`config.mk`:
```
export PLATFORM = sky130hd
export DESIGN_NAME = rf_chan_prog
export DESIGN_NICKNAME = d
export VERILOG_FILES = /design/src/rtl/rfprog_pkg.sv /design/src/rtl/rfprog_shifter.sv /design/src/rtl/rf_chan_prog.sv
export SDC_FILE = /design/constraint.sdc
export NUM_CORES = 1
export LEC_CHECK = 0
export ABC_AREA = 1
export CAP_MARGIN = 25
export CORE_MARGIN = 2
export CORE_UTILIZATION = 30
export CTS_CLUSTER_SIZE = 14
export DETAILED_ROUTE_END_ITERATION = 10
export PLACE_DENSITY = 0.5
export RECOVER_POWER = 25
export SLEW_MARGIN = 20
export SYNTH_ARGS = -nofsm -noshare
export SYNTH_HDL_FRONTEND = slang
export SYNTH_SLANG_ARGS = --single-unit
export TNS_END_PERCENT = 1
```
`constraint.sdc`:
```
create_clock -name clk_6M -period 3.35 [get_ports clk_6M]
set_input_delay 0.67 -clock clk_6M [delete_from_list [all_inputs] [get_ports clk_6M]]
set_output_delay 0.67 -clock clk_6M [all_outputs]
set_load 0.03 [all_outputs]
```
`src/rtl/rfprog_pkg.sv`:
```
// Shared types and constants for the RF synthesizer channel programmer.
package rfprog_pkg;

   typedef enum logic [2:0] {
      StIdle,
      StWaitCh,
      StShift,
      StLatch,
      StSettle
   } rfprog_st_e;

   localparam int unsigned WORD_W   = 16;
   localparam logic [6:0]  MAX_CHAN = 7'd78;

   // Synthesizer write word: register address, TX/RX select, channel index.
   function automatic logic [WORD_W-1:0] rfprog_word(input logic [7:0] addr,
                                                     input logic       tx,
                                                     input logic [6:0] chan);
      return {addr, tx, chan};
   endfunction

endpackage

```
`src/rtl/rfprog_shifter.sv`:
```
// 16-bit MSB-first serialiser with SCK divider for the synthesizer 3-wire bus.
module rfprog_shifter
   import rfprog_pkg::*;
#(
   parameter int unsigned DIV = 3
) (
   input  logic              clk_6M,
   input  logic              rstz,
   input  logic              i_start,
   input  logic [WORD_W-1:0] i_word,
   output logic              o_done,
   output logic              o_spi_clk,
   output logic              o_spi_data
);

   localparam int unsigned PH_MAX = 2 * DIV - 1;

   logic [4:0]        r_ph;
   logic [3:0]        r_bit;
   logic              r_active;
   logic              r_sck;
   logic [WORD_W-1:0] r_sreg;
   logic              w_ph_last;

   assign w_ph_last = r_active && (r_ph == 5'(PH_MAX));

   // Data and SCK both move at the end of a bit: SCK falls while the next bit is presented.
   always_ff @(posedge clk_6M or negedge rstz) begin
      if (!rstz) begin
         r_ph     <= '0;
         r_bit    <= '0;
         r_active <= 1'b0;
         r_sck    <= 1'b0;
         r_sreg   <= '0;
      end else if (i_start) begin
         r_ph     <= '0;
         r_bit    <= 4'(WORD_W - 1);
         r_active <= 1'b1;
         r_sck    <= 1'b0;
         r_sreg   <= i_word;
      end else if (r_active) begin
         if (w_ph_last) begin
            r_ph   <= '0;
            r_sck  <= 1'b0;
            r_sreg <= {r_sreg[WORD_W-2:0], 1'b0};
            if (r_bit == 4'd0) begin
               r_active <= 1'b0;
            end else begin
               r_bit <= r_bit - 4'd1;
            end
         end else begin
            r_ph  <= r_ph + 5'd1;
            r_sck <= ((r_ph + 5'd1) >= 5'(DIV));
         end
      end
   end

   assign o_done     = w_ph_last && (r_bit == 4'd0);
   assign o_spi_clk  = r_sck;
   assign o_spi_data = r_active && r_sreg[WORD_W-1];

endmodule

```
`src/rtl/rf_chan_prog.sv`:
```
// Hop channel programmer: writes the hop-kernel channel to the RF synth, then waits PLL settle.
// Optional RFPROG_STATS_EN adds saturating overrun/error counters.
module rf_chan_prog
   import rfprog_pkg::*;
#(
   parameter int unsigned DIV        = 3,
   parameter int unsigned PLL_SETTLE = 900,
   parameter int unsigned CHAN_TO    = 15,
   parameter logic [7:0]  RF_ADDR    = 8'h0A
) (
   input  logic       clk_6M,
   input  logic       rstz,
   input  logic       i_fk_chg_p_ff,
   input  logic       i_chan_vld,
   input  logic [6:0] i_chan_in,
   input  logic       i_tx_mode,
   output logic       o_spi_clk,
   output logic       o_spi_data,
   output logic       o_spi_le,
   output logic       o_busy,
   output logic [6:0] o_cur_chan,
   output logic       o_pll_ready_p,
   output logic       o_overrun_p,
`ifdef RFPROG_STATS_EN
   output logic [7:0] o_overrun_cnt,
   output logic [7:0] o_err_cnt,
`endif
   output logic       o_err_p
);

   rfprog_st_e  r_state, w_state_nxt;
   logic [11:0] r_cnt, w_cnt_nxt;
   logic [6:0]  r_chan;
   logic [6:0]  r_cur_chan;
   logic        w_start;
   logic        w_err;
   logic        w_ready;
   logic        w_cur_upd;
   logic        w_chan_bad;
   logic        w_done;

   assign w_chan_bad = (i_chan_in > MAX_CHAN);

   always_comb begin
      w_state_nxt = r_state;
      w_cnt_nxt   = r_cnt;
      w_start     = 1'b0;
      w_err       = 1'b0;
      w_ready     = 1'b0;
      w_cur_upd   = 1'b0;
      case (r_state)
         StIdle: begin
            if (i_fk_chg_p_ff) begin
               if (i_chan_vld) begin
                  if (w_chan_bad) begin
                     w_err = 1'b1;
                  end else begin
                     w_start     = 1'b1;
                     w_state_nxt = StShift;
                  end
               end else begin
                  w_state_nxt = StWaitCh;
                  w_cnt_nxt   = 12'(CHAN_TO);
               end
            end
         end
         StWaitCh: begin
            if (i_chan_vld) begin
               if (w_chan_bad) begin
                  w_err       = 1'b1;
                  w_state_nxt = StIdle;
               end else begin
                  w_start     = 1'b1;
                  w_state_nxt = StShift;
               end
            end else if (r_cnt == 12'd1) begin
               w_err       = 1'b1;
               w_state_nxt = StIdle;
            end else begin
               w_cnt_nxt = r_cnt - 12'd1;
            end
         end
         StShift: begin
            if (w_done) begin
               w_state_nxt = StLatch;
               w_cnt_nxt   = 12'(2 * DIV);
            end
         end
         StLatch: begin
            if (r_cnt == 12'd1) begin
               w_cur_upd   = 1'b1;
               w_state_nxt = StSettle;
               w_cnt_nxt   = 12'(PLL_SETTLE);
            end else begin
               w_cnt_nxt = r_cnt - 12'd1;
            end
         end
         StSettle: begin
            if (r_cnt == 12'd1) begin
               w_ready     = 1'b1;
               w_state_nxt = StIdle;
            end else begin
               w_cnt_nxt = r_cnt - 12'd1;
            end
         end
         default: w_state_nxt = StIdle;
      endcase
   end

   always_ff @(posedge clk_6M or negedge rstz) begin
      if (!rstz) begin
         r_state    <= StIdle;
         r_cnt      <= '0;
         r_chan     <= '0;
         r_cur_chan <= '0;
      end else begin
         r_state <= w_state_nxt;
         r_cnt   <= w_cnt_nxt;
         if (w_start) begin
            r_chan <= i_chan_in;
         end
         if (w_cur_upd) begin
            r_cur_chan <= r_chan;
         end
      end
   end

   rfprog_shifter #(
      .DIV (DIV)
   ) u_shifter (
      .clk_6M     (clk_6M),
      .rstz       (rstz),
      .i_start    (w_start),
      .i_word     (rfprog_word(RF_ADDR, i_tx_mode, i_chan_in)),
      .o_done     (w_done),
      .o_spi_clk  (o_spi_clk),
      .o_spi_data (o_spi_data)
   );

   // Outputs decode straight from state so a reset drops them without waiting for a clock.
   assign o_spi_le      = (r_state == StLatch);
   assign o_busy        = (r_state != StIdle);
   assign o_cur_chan    = r_cur_chan;
   assign o_pll_ready_p = w_ready;
   assign o_err_p       = w_err;
   assign o_overrun_p   = i_fk_chg_p_ff && (r_state != StIdle);

`ifdef RFPROG_STATS_EN
   logic [7:0] r_overrun_cnt;
   logic [7:0] r_err_cnt;

   always_ff @(posedge clk_6M or negedge rstz) begin
      if (!rstz) begin
         r_overrun_cnt <= '0;
         r_err_cnt     <= '0;
      end else begin
         if (o_overrun_p && (r_overrun_cnt != 8'hFF)) begin
            r_overrun_cnt <= r_overrun_cnt + 8'd1;
         end
         if (w_err && (r_err_cnt != 8'hFF)) begin
            r_err_cnt <= r_err_cnt + 8'd1;
         end
      end
   end

   assign o_overrun_cnt = r_overrun_cnt;
   assign o_err_cnt     = r_err_cnt;
`endif

endmodule

```
After elaboration in Yosys (flattened, before gate mapping)
Cells that the tools add are included.
Word-level totals
  register bits: 56
  bits of input ports: 12
  output and inout port bits: 14
  logic and storage cells: 86
Operators by class
  add/sub/neg operators: 3
  magnitude comparators: 2
  equal/unequal tests: 13
  mux-type cells: 45
  reductions and logical operators: 14
Operators with widths (number)
  12-bit two-way mux: 6
  12-bit one-hot mux with 5 select lines: 1
  16-bit two-way mux: 3
  3-bit two-way mux: 7
  1-bit two-way mux: 17
  4-bit two-way mux: 4
  5-bit two-way mux: 3
  3-bit one-hot mux with 5 select lines: 1
  12-bit by 1-bit == test with 1-bit output (second input constant): 1
  12-bit by 1-bit subtractor with 12-bit output (second input constant): 1
  7-bit greater-than comparator (second input constant): 1
  3-bit by 2-bit == test with 1-bit output (second input constant): 2
  2-bit by 1-bit inequality test with 1-bit output (second input constant): 3
  2-bit inequality test (second input constant): 3
  5-bit by 1-bit adder with 5-bit output (second input constant): 1
  5-bit by 3-bit == test with 1-bit output (second input constant): 1
  5-bit by 2-bit >= comparator with 1-bit output (second input constant): 1
  5-bit AND reduction: 1
  5-bit nonzero test: 1
  1-bit logical AND: 4
  4-bit logical NOT: 1
  1-bit one-hot mux with 2 select lines: 2
  4-bit AND reduction: 1
  2-bit nonzero test: 2
  other kinds (9): 9

Longest topological paths before layout
  word-level depth: 7
  mapped depth: 12
  mapped depth without buffers: 11

By module
From an unflattened synthesis, not the netlist that was laid out.
Second synthesis, totals
  cells, all modules: 435
  area total of the unflattened synthesis: 3281.9 um^2
Modules (own cells, without submodules)
  rf_chan_prog: instances 1, cells each 263, area each 1809.2 um^2
  rfprog_shifter: instances 1, cells each 172, area each 1472.7 um^2

Worst setup path before layout
OpenSTA, ideal clock, no wires.
  path type: in2out
  start: input port i_chan_in[2]
  end: output port o_err_p
  data arrival time: 1.604 ns
  required time: 2.680 ns
  path slack: 1.076 ns
  stages on the path: 6
  path buffers: 0
  cell sequence: nand2_1 > o21ai_0 > nand2_1 > nand2_1 > nand2_1 > o22ai_1
Between the ends
  word-level cells in the longest chain between the ends: 5
  elaborated cells on any way between the ends: 6
  those cells by class: order compare: 1; mux: 5
Ends and longest elaborated chain
  from (decl): RTL line rf_chan_prog.sv:15  | input logic [6:0] i_chan_in,
  7-bit greater-than comparator *: RTL line rf_chan_prog.sv:42  | assign w_chan_bad = (i_chan_in > MAX_CHAN);
  1-bit two-way mux *: RTL line rf_chan_prog.sv:55, rf_chan_prog.sv:69
  1-bit two-way mux: RTL line rf_chan_prog.sv:54  | if (i_chan_vld) begin
  1-bit two-way mux: RTL line rf_chan_prog.sv:53  | if (i_fk_chg_p_ff) begin
  1-bit one-hot mux with 2 select lines *: RTL line rf_chan_prog.sv:51  | case (r_state)
  to (decl): RTL line rf_chan_prog.sv:28  | output logic o_err_p
Every way passes the cells marked *; elsewhere a longest branch is shown, timed or not.

Final worst setup path
Same ends and word-level chain as after synthesis.

==> impl_metrics.py <==
metrics = {
    "critical_path": {
        "worstPathCellList": "clkdlybuf4s50_1 > nand2_1 > o21ai_0 > buf_4 > nand2_1 > nand2_1 > nand2_1 > o22ai_1 > buf_4",
        "critical_path.endpoint_type": "primary output",
        "crit_fanout": 4,
        "worstPathArrival_ps": 2250,
        "crit_type": "input port to primary output",
        "start_kind": "input port",
        "crit_required_ps": 2680,
        "max_stage_delay_ps": 480,
        "slowest_stage": "clkdlybuf4s50_1",
        "reg2reg_depth": 8,
        "cpMostUsedCell": "nand2_1",
    },
    "min_path": {
        "hold_path_depth": 2,
        "min_path_type": "flop to flop",
    },
    "sta": {
        "tightest_slew_ps": 1710,
        "max_freq_mhz": 342,
        "fin_tns_setup_ps": 0,
        "slew_violations": 30,
        "hold_slack_ps": 487,
        "skew_ps": 7.88,
        "hold_viol": 0,
        "fin_crit_sh_pct": 87.2,
        "setup_viol": 0,
        "grt_setup_unrepaired": "false",
        "relSlewSlack_pct": -14.2,
        "final.min_clock_period_ps": 2920,
    },
    "global_routing": {
        "first_global_vias": 2584,
        "grt_usage_pct": 13.3,
        "antenna_found_initial": 0,
        "grt_pass1_wl_mm": 12.0,
        "overflow": 0,
        "grt_max_degree": 30,
    },
    "synthesis": {
        "ys_seq_area_share_pct": 45.2,
        "yosysUniqueCellTypes": 31,
        "synthCells": 421,
        "synth-adder-area-share_pct": 2.83,
        "synth_compound_gate_area_share_pct": 7.07,
        "syn_area_per_cell_um2": 7.36,
        "postSynthNetCount": 440,
        "synth_seq_cells": 56,
        "yosysWarnings": 0,
        "synth_top_family_by_area": "simple AND/OR/NAND/NOR gates",
        "synth_simple_gate_area_share_pct": 34.1,
        "synth_mux_area_share_pct": 0,
        "syn_area_um2": 3100,
        "synthXorXnorAreaFrac_pct": 1.98,
    },
    "pwr": {
        "internal_power_uw": 855,
        "power_frac_clock_pct": 34.4,
        "swShare_pct": 24.5,
        "finalPower_uw": 1130,
        "ir_worst_vdd_mv": 0.170,
        "power.leakage_uw": 0.00187,
        "seqPwrFrac_pct": 60.8,
        "p_comb_share_pct": 4.9,
        "switchingPower_uw": 278,
        "p_per_area_nw_per_um2": 318,
    },
    "cells_and_area": {
        "area_delta_synth_final_pct": 15.0,
        "num_antenna_cells": 0,
        "seqCellArea_um2": 1400,
        "multi_input_area_um2": 1430,
        "layout_common_cells": "161 x nand2_1, 56 x dfrtp_1, 52 x inv_1",
        "nFillCells": 1134,
        "final_nets": 465,
        "final_common_cell": "nand2_1",
        "stdcell_area_um2": 3560,
        "drive_gt1_share_pct": 6.71,
    },
    "floorplan": {
        "dieArea_um2": 11200,
        "num_rows": 37,
        "fp.dieH_um": 106,
        "initial_core_util_pct": 30.4,
        "die_w_um": 106,
        "io_pins": 26,
        "design.core.area_um2": 10200,
    },
    "cts": {
        "cts_resized": 0,
        "clock_latency_ps": 320,
        "cts_sinks": 56,
        "root_buffer": "clkbuf_8",
        "htree_levels": 2,
        "clk_pin_slew_worst_paths_ps": 100,
        "numCtsBuffers": 5,
        "ctsLongestPathBuffers": 2,
        "hold_buffers": 0,
        "tritoncts": "built",
        "post_cts_buffers": 0,
    },
    "detailed_routing": {
        "drtPass1Iterations": 4,
        "wl_mm": 6.94,
        "ant_nets": 0,
        "vias": 2612,
        "post_drt_wl_per_cell_um": 11.9,
        "drcViolationCount": 0,
        "via_per_inst": 4.48,
        "drtIter0Drc": 148,
    },
    "placement": {
        "io_buffers": 25,
        "place_area_um2": 3480,
        "dp_hpwl_mm": 5.03,
        "gp_congestion": 0.841,
    },
    "status": {
        "outcome": "finished with violations",
        "violations": "max-capacitance violations, max-slew violations",
    },
    "flow_run": {
        "cap_violations": 1,
    },
}
[power by group through the flow]
stage	sequential, uW	combinational, uW	clock, uW
final	688	55.2	389
after global routing	690	64.4	435
after CTS	688	58.2	409
after detailed placement	702	57.8	0
after global placement	701	57.5	0
after floorplan	701	19.4	0
[cell families after synthesis]
logic type               count (synthesis)
AO/OA/AOI/OAI                           41
XOR/XNOR                                 7
buffers and inverters                   66
AND/OR/NAND/NOR                        244
adder cells (fa/ha/maj)                  7
flip-flops                              56
[critical path, delay by kind of cell]
| kind | cells | cell delay (ps) |
|---|---|---|
| AO/OA/AOI/OAI | 2 | 430 |
| buffers and inverters | 3 | 860 |
| AND/OR/NAND/NOR | 4 | 290 |
[cell usage after synthesis, drive strengths merged]
master | count | area share [%]
a21oi | 3 | 0.48
nor2 | 27 | 4.4
o21ai | 33 | 5.5
nand3 | 33 | 5.5
or2 | 2 | 0.40
nand4 | 8 | 1.6
ha | 7 | 2.8
xnor2 | 2 | 0.57
o22ai | 1 | 0.20
a31oi | 1 | 0.20
nand2 | 168 | 21
xor2 | 5 | 1.4
o21bai | 1 | 0.24
inv | 54 | 6.5
dfrtp | 56 | 45
buf | 7 | 1.6
clkbuf | 5 | 0.61
nor3 | 4 | 0.65
o211ai | 2 | 0.48
nand3b | 2 | 0.48
[path summary, 6_finish.rpt]
path                       slack, ps              start                  to
max in group asynchronous       1130               rstz           r_chan[6]
max reg2reg                     1190  u_shifter.r_ph[0]  u_shifter.r_bit[3]
min                              490          r_chan[5]       o_cur_chan[5]
min reg2reg                      490          r_chan[5]       o_cur_chan[5]
max                              430       i_chan_in[2]             o_err_p
min in group asynchronous        780               rstz          r_state[2]
[metrics by stage]
stage / utilization [%] / std cells / setup slack, ps
floorplan: - / 421 / 1080
global placement: 34.2 / 575 / 479
detailed placement: 34.2 / 575 / 432
CTS: 35.0 / 583 / 420
global route: 35.0 / 583 / 241
finish: 35.0 / 583 / 430
[routing by layer]
metal	share of wire (%)	track usage (%)
met2	48	22.4
met1	49	17.7
met5	0	0
met4	0.82	3.10
met3	2.3	2.66
[registers in the layout (all words and copies together), names as in the netlist]
register             count
r_cnt                   12
u_shifter.o_spi_clk      1
u_shifter.r_sreg        16
r_chan                   7
o_cur_chan               7
u_shifter.r_active       1
r_state                  3
u_shifter.r_ph           5
u_shifter.r_bit          4
[final cells by class]
| type | instances | area share (%) |
|---|---|---|
| flip-flops and latches | 56 | 39.3 |
| repair buffers | 30 | 7.72 |
| clock inverters | 2 | 0.456 |
| multi-input cells | 299 | 40.0 |
| inverters | 54 | 5.69 |
| clock buffers | 6 | 2.04 |
| well taps | 136 | 4.78 |
Note: power is estimated with default switching activity, not from simulation.
